--- src/rtl/multicycle_ctrl.sv ---
// rtl/multicycle_ctrl.sv - RV32I multi-cycle control FSM (fetch/decode/execute/mem/writeback)
// Optional macro CTRL_ILLEGAL_TRAP_EN adds the ILLEGAL trap state and the illegal output.
module multicycle_ctrl #(
  parameter int USE_MEM_READY = 1,
  parameter int CNT_W         = 32
) (
  input  logic             clk,
  input  logic             rst,
  input  logic [6:0]       opecode,
  input  logic [2:0]       f3,
  input  logic             f7,
  input  logic             zero,
  input  logic             mem_ready,
  output logic             pcWrite,
  output logic             adrSrc,
  output logic             irWrite,
  output logic             memWrite,
  output logic             regWrite,
  output logic [1:0]       resultSrc,
  output logic [1:0]       ALUSrcA,
  output logic [1:0]       ALUSrcB,
  output logic [2:0]       ALUControl,
  output logic [1:0]       inmSrc,
  output logic [3:0]       state,
  output logic [CNT_W-1:0] instret
`ifdef CTRL_ILLEGAL_TRAP_EN
  ,
  output logic             illegal
`endif
);

  typedef enum logic [3:0] {
    S_FETCH    = 4'd0,
    S_DECODE   = 4'd1,
    S_MEMADR   = 4'd2,
    S_MEMREAD  = 4'd3,
    S_MEMWB    = 4'd4,
    S_MEMWRITE = 4'd5,
    S_EXECR    = 4'd6,
    S_EXECI    = 4'd7,
    S_ALUWB    = 4'd8,
    S_BEQ      = 4'd9,
    S_JAL      = 4'd10,
    S_ILLEGAL  = 4'd11
  } state_t;

  state_t           state_q, state_d;
  logic [CNT_W-1:0] instret_q, instret_d;
  logic             mem_rdy;
  logic             is_store;
  logic             retire;
  logic             pc_we, ir_we, mem_we, reg_we;

  assign mem_rdy  = (USE_MEM_READY != 0) ? mem_ready : 1'b1;
  assign is_store = (opecode == 7'b0100011);

  // f7 only selects sub for register-register ops; immediates never carry it.
  function automatic logic [2:0] funct_alu(input logic [2:0] fn3, input logic fn7,
                                           input logic is_r);
    case (fn3)
      3'b000:  funct_alu = (is_r && fn7) ? 3'b001 : 3'b000;
      3'b010:  funct_alu = 3'b101;
      3'b110:  funct_alu = 3'b011;
      3'b111:  funct_alu = 3'b010;
      default: funct_alu = 3'b000;
    endcase
  endfunction

  always_ff @(posedge clk or posedge rst) begin
    if (rst) begin
      state_q   <= S_FETCH;
      instret_q <= '0;
    end else begin
      state_q   <= state_d;
      instret_q <= instret_d;
    end
  end

  always_comb begin
    state_d    = state_q;
    pc_we      = 1'b0;
    ir_we      = 1'b0;
    mem_we     = 1'b0;
    reg_we     = 1'b0;
    adrSrc     = 1'b0;
    resultSrc  = 2'b00;
    ALUSrcA    = 2'b00;
    ALUSrcB    = 2'b00;
    ALUControl = 3'b000;
    inmSrc     = 2'b00;
    retire     = 1'b0;
    case (state_q)
      S_FETCH: begin
        ALUSrcB   = 2'b10;
        resultSrc = 2'b10;
        ir_we     = mem_rdy;
        pc_we     = mem_rdy;
        if (mem_rdy) state_d = S_DECODE;
      end
      S_DECODE: begin
        ALUSrcA = 2'b01;
        ALUSrcB = 2'b01;
        inmSrc  = 2'b10;
        case (opecode)
          7'b0000011, 7'b0100011: state_d = S_MEMADR;
          7'b0110011:             state_d = S_EXECR;
          7'b0010011:             state_d = S_EXECI;
          7'b1100011:             state_d = S_BEQ;
          7'b1101111:             state_d = S_JAL;
`ifdef CTRL_ILLEGAL_TRAP_EN
          default:                state_d = S_ILLEGAL;
`else
          default:                state_d = S_FETCH;
`endif
        endcase
      end
      S_MEMADR: begin
        ALUSrcA = 2'b10;
        ALUSrcB = 2'b01;
        inmSrc  = is_store ? 2'b01 : 2'b00;
        state_d = is_store ? S_MEMWRITE : S_MEMREAD;
      end
      S_MEMREAD: begin
        adrSrc = 1'b1;
        if (mem_rdy) state_d = S_MEMWB;
      end
      S_MEMWB: begin
        resultSrc = 2'b01;
        reg_we    = 1'b1;
        retire    = 1'b1;
        state_d   = S_FETCH;
      end
      S_MEMWRITE: begin
        adrSrc = 1'b1;
        mem_we = 1'b1;
        if (mem_rdy) begin
          retire  = 1'b1;
          state_d = S_FETCH;
        end
      end
      S_EXECR: begin
        ALUSrcA    = 2'b10;
        ALUControl = funct_alu(f3, f7, 1'b1);
        state_d    = S_ALUWB;
      end
      S_EXECI: begin
        ALUSrcA    = 2'b10;
        ALUSrcB    = 2'b01;
        ALUControl = funct_alu(f3, f7, 1'b0);
        state_d    = S_ALUWB;
      end
      S_ALUWB: begin
        reg_we  = 1'b1;
        retire  = 1'b1;
        state_d = S_FETCH;
      end
      S_BEQ: begin
        ALUSrcA    = 2'b10;
        ALUControl = 3'b001;
        inmSrc     = 2'b10;
        pc_we      = zero;
        retire     = 1'b1;
        state_d    = S_FETCH;
      end
      S_JAL: begin
        ALUSrcA = 2'b01;
        ALUSrcB = 2'b10;
        pc_we   = 1'b1;
        inmSrc  = 2'b11;
        state_d = S_ALUWB;
      end
`ifdef CTRL_ILLEGAL_TRAP_EN
      S_ILLEGAL: state_d = S_ILLEGAL;
`endif
      default: state_d = S_FETCH;
    endcase
  end

  assign instret_d = retire ? instret_q + CNT_W'(1) : instret_q;

  // Strobes are masked by rst directly so an abandoned access cannot write while held in reset.
  assign pcWrite  = pc_we  & ~rst;
  assign irWrite  = ir_we  & ~rst;
  assign memWrite = mem_we & ~rst;
  assign regWrite = reg_we & ~rst;
  assign state    = state_q;
  assign instret  = instret_q;

`ifdef CTRL_ILLEGAL_TRAP_EN
  assign illegal = (state_q == S_ILLEGAL);
`endif

endmodule

--- config.mk ---
export PLATFORM = sky130hd
export DESIGN_NAME = multicycle_ctrl
export DESIGN_NICKNAME = d
export VERILOG_FILES = /design/src/rtl/multicycle_ctrl.sv
export SDC_FILE = /design/constraint.sdc
export NUM_CORES = 1
export LEC_CHECK = 0
export ABC_CLOCK_PERIOD_IN_PS = 5900
export CAP_MARGIN = 20
export CELL_PAD_IN_SITES_DETAIL_PLACEMENT = 1
export CELL_PAD_IN_SITES_GLOBAL_PLACEMENT = 1
export CORE_MARGIN = 3
export CORE_UTILIZATION = 36
export DETAILED_ROUTE_END_ITERATION = 6
export GPL_TIMING_DRIVEN = 0
export PLACE_DENSITY = 0.95
export SYNTH_ARGS = -nofsm -noshare
export SYNTH_HDL_FRONTEND = slang
export SYNTH_SLANG_ARGS = --single-unit
--- constraint.sdc ---
create_clock -name clk -period 5.9 [get_ports clk]
set_input_delay 0.885 -clock clk [delete_from_list [all_inputs] [get_ports clk]]
set_output_delay 0.885 -clock clk [all_outputs]
set_load 0.01 [all_outputs]
==> impl_results.html <==
<table>
<tr><th>Metric</th><th>Value</th></tr>
<tr><th colspan="2">Status</th></tr>
<tr><td>Run status</td><td>finished clean</td></tr>
<tr><th colspan="2">Flow run</th></tr>
<tr><td>Maximum Capacitance Violations</td><td>0</td></tr>
<tr><th colspan="2">Critical path</th></tr>
<tr><td>Critical Path Start</td><td>opecode[3]</td></tr>
<tr><td>Capturing element type of the critical path</td><td>primary output</td></tr>
<tr><td>Kind of critical path</td><td>input port to primary output</td></tr>
<tr><td>Data required, critical path</td><td>5.02 ns</td></tr>
<tr><td>Endpoint arrival time on the critical path</td><td>3.16 ns</td></tr>
<tr><td>Startpoint of the worst-slack reg-to-reg timing path</td><td>state[3]$_DFFE_PP0P_</td></tr>
<tr><td>Setup crit start kind</td><td>input port</td></tr>
<tr><td>Flop-to-flop setup slack</td><td>3.68 ns</td></tr>
<tr><td>Worst R2R Path Depth</td><td>7</td></tr>
<tr><td>Reg-to-reg critical path endpoint</td><td>instret[29]$_DFFE_PP0P_</td></tr>
<tr><td>Setup crit end</td><td>inmSrc[0]</td></tr>
<tr><td>Maximum fanout encountered on the critical timing path</td><td>4</td></tr>
<tr><th colspan="2">Clocking</th></tr>
<tr><td>Clock tree root buffer cell</td><td>clkbuf_8</td></tr>
<tr><td>Clock-pin slew on the worst setup and hold paths</td><td>0.06 ns</td></tr>
<tr><td>Clock tree from TritonCTS</td><td>built</td></tr>
<tr><td>Gates resized, CTS repair</td><td>0</td></tr>
<tr><td>Hold buffer count at CTS</td><td>0</td></tr>
<tr><td>Setup Fix Bufs, Post-CTS</td><td>0</td></tr>
<tr><td>CTS Sinks</td><td>36</td></tr>
<tr><td>Number of CTS-inserted buffers</td><td>5</td></tr>
<tr><td>Clock latency on the worst-skew pair</td><td>0.28 ns</td></tr>
<tr><td>Maximum level of the CTS H-tree</td><td>2</td></tr>
<tr><td>Clk buf depth</td><td>2</td></tr>
<tr><th colspan="2">Routing</th></tr>
<tr><td>Detailed Route Iter0 Violations</td><td>105</td></tr>
<tr><td>DR vias/cell</td><td>5.41</td></tr>
<tr><td>Number of iterations in the first detailed-routing pass</td><td>4</td></tr>
<tr><td>Routed wire length</td><td>6150 microns</td></tr>
<tr><td>Detail-routed net length per standard cell</td><td>17.7 microns</td></tr>
<tr><td>Number of design rule violations left after detail routing</td><td>0</td></tr>
<tr><td>Final antenna-violating net count</td><td>0</td></tr>
<tr><td>Via count</td><td>1,876</td></tr>
<tr><th colspan="2">Power</th></tr>
<tr><td>Portion of total power attributed to the clock network</td><td>17.1%</td></tr>
<tr><td>Reported net switching power</td><td>347 uW</td></tr>
<tr><td>Pwr per Cell Area</td><td>319 nW/um^2</td></tr>
<tr><td>Leakage dissipation</td><td>0.00109 uW</td></tr>
<tr><td>Switching share of power</td><td>38.4%</td></tr>
<tr><td>Internal Dissipation</td><td>558 uW</td></tr>
<tr><td>Maximum vdd ir drop</td><td>0.145 mV</td></tr>
<tr><td>Flop pwr share</td><td>35.1%</td></tr>
<tr><td>Logic pwr share</td><td>47.8%</td></tr>
<tr><th colspan="2">Synthesis</th></tr>
<tr><td>Sequential area share after synthesis</td><td>45.1%</td></tr>
<tr><td>Post-synthesis share of cell area spent on and, or, nand and nor gates</td><td>27.0%</td></tr>
<tr><td>Synth Area in XOR/XNOR</td><td>14.9%</td></tr>
<tr><td>Top cells by area, synth</td><td>dfrtp_1 (45%), xnor2_1 (11%), xor2_1 (4.4%)</td></tr>
<tr><td>Post-synthesis cell type count</td><td>40</td></tr>
<tr><td>Synth cell count leaders</td><td>dfrtp_1 (36), xnor2_1 (24), nand2_1 (20)</td></tr>
<tr><td>Area share of fa/ha/maj cells after synthesis</td><td>0.627%</td></tr>
<tr><td>Dominant synthesized flop cell</td><td>dfrtp_1</td></tr>
<tr><td>Fraction of synthesized area in multiplexers</td><td>1.57%</td></tr>
<tr><td>Post-synthesis instance area</td><td>2000 sq um</td></tr>
<tr><td>Mapped Cells</td><td>205</td></tr>
<tr><td>Cell with the most instances after synthesis</td><td>dfrtp_1</td></tr>
<tr><td>Synthesized area divided by synthesized cell count</td><td>9.73 sq um</td></tr>
<tr><td>Synth Net Count</td><td>221</td></tr>
<tr><td>Library cell occupying the most area in the post-synthesis netlist</td><td>dfrtp_1</td></tr>
<tr><td>Largest family of logic cells by synthesized area</td><td>simple AND/OR/NAND/NOR gates</td></tr>
<tr><td>Yosys reg bits</td><td>36</td></tr>
<tr><td>Post-synth EDFFs</td><td>0</td></tr>
<tr><td>Yosys warns</td><td>0</td></tr>
<tr><td>Fraction of synthesis flops using an asynchronous set or reset pin</td><td>100%</td></tr>
<tr><td>Post-synthesis compound-gate area fraction</td><td>7.52%</td></tr>
<tr><td>Post-synth top area share</td><td>45.1%</td></tr>
<tr><th colspan="2">Floorplan</th></tr>
<tr><td>Area of the core region</td><td>5240 sq um</td></tr>
<tr><td>Effective utilization at floorplan</td><td>38.1%</td></tr>
<tr><td>Die area</td><td>6470 sq um</td></tr>
<tr><td>Die width</td><td>80.5 microns</td></tr>
<tr><td>Vert. Die Dim</td><td>80.5 microns</td></tr>
<tr><td>Site row count</td><td>26</td></tr>
<tr><td>Top-Level Pins</td><td>67</td></tr>
<tr><th colspan="2">Timing</th></tr>
<tr><td>Final Hold Vio Count</td><td>0</td></tr>
<tr><td>Setup TNS</td><td>0 ns</td></tr>
<tr><td>Worst hold slack after final layout</td><td>0.474 ns</td></tr>
<tr><td>Remaining max-slew budget at the tightest pin</td><td>50.8%</td></tr>
<tr><td>Minimum clock period</td><td>4.05 ns</td></tr>
<tr><td>Max Freq</td><td>0.247 GHz</td></tr>
<tr><td>Setup violators final</td><td>0</td></tr>
<tr><td>Pins over their slew limit</td><td>0</td></tr>
<tr><td>RSZ-0062 raised after global routing</td><td>false</td></tr>
<tr><td>Setup skew after layout</td><td>0.00597 ns</td></tr>
<tr><td>Period Utilization, post-route</td><td>68.6%</td></tr>
<tr><td>Least-Margin Pin Slew</td><td>0.734 ns</td></tr>
<tr><th colspan="2">Cells and area</th></tr>
<tr><td>Post-layout utilization of the core</td><td>54.2%</td></tr>
<tr><td>Number of antenna cells inserted</td><td>0</td></tr>
<tr><td>Number of nets at the end of the flow</td><td>295</td></tr>
<tr><td>Fraction of final layout cells with drive strength greater than 1</td><td>5.78%</td></tr>
<tr><td>Number of non-filler instances in the completed layout</td><td>347</td></tr>
<tr><td>Layout Area Growth over Synthesis</td><td>42.3%</td></tr>
<tr><th colspan="2">Placed design</th></tr>
<tr><td>Cell Count Post-Placement</td><td>342</td></tr>
<tr><td>HPWL reported at the end of detailed placement</td><td>4590 microns</td></tr>
<tr><td>Routability Congestion</td><td>0.848</td></tr>
<tr><td>Number of I/O port buffers</td><td>66</td></tr>
<tr><th colspan="2">Global route</th></tr>
<tr><td>Maximum number of pins on one net before global-route repair</td><td>24</td></tr>
<tr><td>Global-route wire length before repair</td><td>10,600 microns</td></tr>
<tr><td>Vias in the first global route</td><td>2,132</td></tr>
<tr><td>Global router's overall resource usage</td><td>20.7%</td></tr>
<tr><td>Aggregate global routing overflow</td><td>0</td></tr>
<tr><td>Number of antenna violations at the first check in global routing</td><td>0</td></tr>
<tr><th colspan="2">Hold path</th></tr>
<tr><td>Path type of the worst min-delay path</td><td>flop to flop</td></tr>
<tr><td>Cell depth of the worst hold path</td><td>1</td></tr>
</table>
[per-layer routing]
metal | vias to the layer above | share of wire [%] | global-route usage (%) | wire length (microns)
li1 | 870 | - | - | -
met1 | 935 | 42 | 26.3 | 2600
met3 | 16 | 5.7 | 4.26 | 353
met4 | 0 | 2.0 | 6.76 | 124
met5 | - | 0 | 0 | 0
met2 | 55 | 50 | 34.9 | 3060
[flip-flops by register name, summed over array words and instances (netlist names)]
signal and cells:
instret 32, state 4
[logic make-up (layout without fill, tap and decap cells)]
kind of cell / after synthesis / in the layout
flip-flops: 36 / 36
adder cells (fa/ha/maj): 1 / 1
buffers and inverters: 13 / 85
AO/OA/AOI/OAI: 23 / 23
AND/OR/NAND/NOR: 95 / 95
XOR/XNOR: 34 / 34
multiplexers: 3 / 3
[through the flow]
stage,cell area (sq um),total power (uW),setup slack (ns)
after detailed placement,2770,752,1.95
after CTS,2840,909,1.92
after global placement,2740,730,2.06
after floorplan,2000,538,3.20
final,2840,905,1.85
after global routing,2840,962,1.70
[worst max-delay path: stages]
cell             delay [ns]
clkdlybuf4s50_1        0.47
nor3_1                 0.29
nand3_1                0.15
nor3b_1                0.41
nor2_1                 0.10
nor3_1                 0.25
clkdlybuf4s50_1        0.60
[final cells by class]
type / instances / area (sq um)
Fill cell: 593 / 2400
Tap cell: 70 / 87.6
Timing Repair Buffer: 67 / 688
Sequential cell: 36 / 901
Multi-Input combinational cell: 156 / 1030
Clock buffer: 5 / 68.8
Buffer: 9 / 50.0
Inverter: 4 / 15.0
[cells in the final DEF (no fill, tap or decap), drive strengths merged, types with 2 or more instances in the layout]
cell           instances
nand2b                 2
o21a                   2
a21oi                  8
buf                    7
nand3                 15
nor2                  12
o21ai                  5
or3                    2
and4                   6
nand4                  8
dfrtp                 36
xor2                  10
nor4b                  2
clkdlybuf4s50         66
nand2                 20
and3                   6
nor3                  13
mux2i                  2
xnor2                 24
inv                    4
clkbuf                 8
o22ai                  2
nor2b                  2
nor4                   4
[how the worst min path moves through the flow]
stage                                  startpoint                 endpoint
after global placement    instret[31]$_DFFE_PP0P_  instret[31]$_DFFE_PP0P_
after floorplan           instret[31]$_DFFE_PP0P_  instret[31]$_DFFE_PP0P_
final                     instret[31]$_DFFE_PP0P_  instret[31]$_DFFE_PP0P_
after global routing      instret[31]$_DFFE_PP0P_  instret[31]$_DFFE_PP0P_
after detailed placement  instret[31]$_DFFE_PP0P_  instret[31]$_DFFE_PP0P_
after CTS                 instret[31]$_DFFE_PP0P_  instret[31]$_DFFE_PP0P_
[power by group through the flow]
stage / combinational [uW] / sequential [uW] / clock [uW]
floorplan: 216 / 322 / 0
global placement: 414 / 316 / 0
detailed placement: 432 / 320 / 0
CTS: 435 / 318 / 157
global route: 469 / 322 / 171
finish: 432 / 318 / 155
Note: power is estimated with default switching activity, not from simulation.
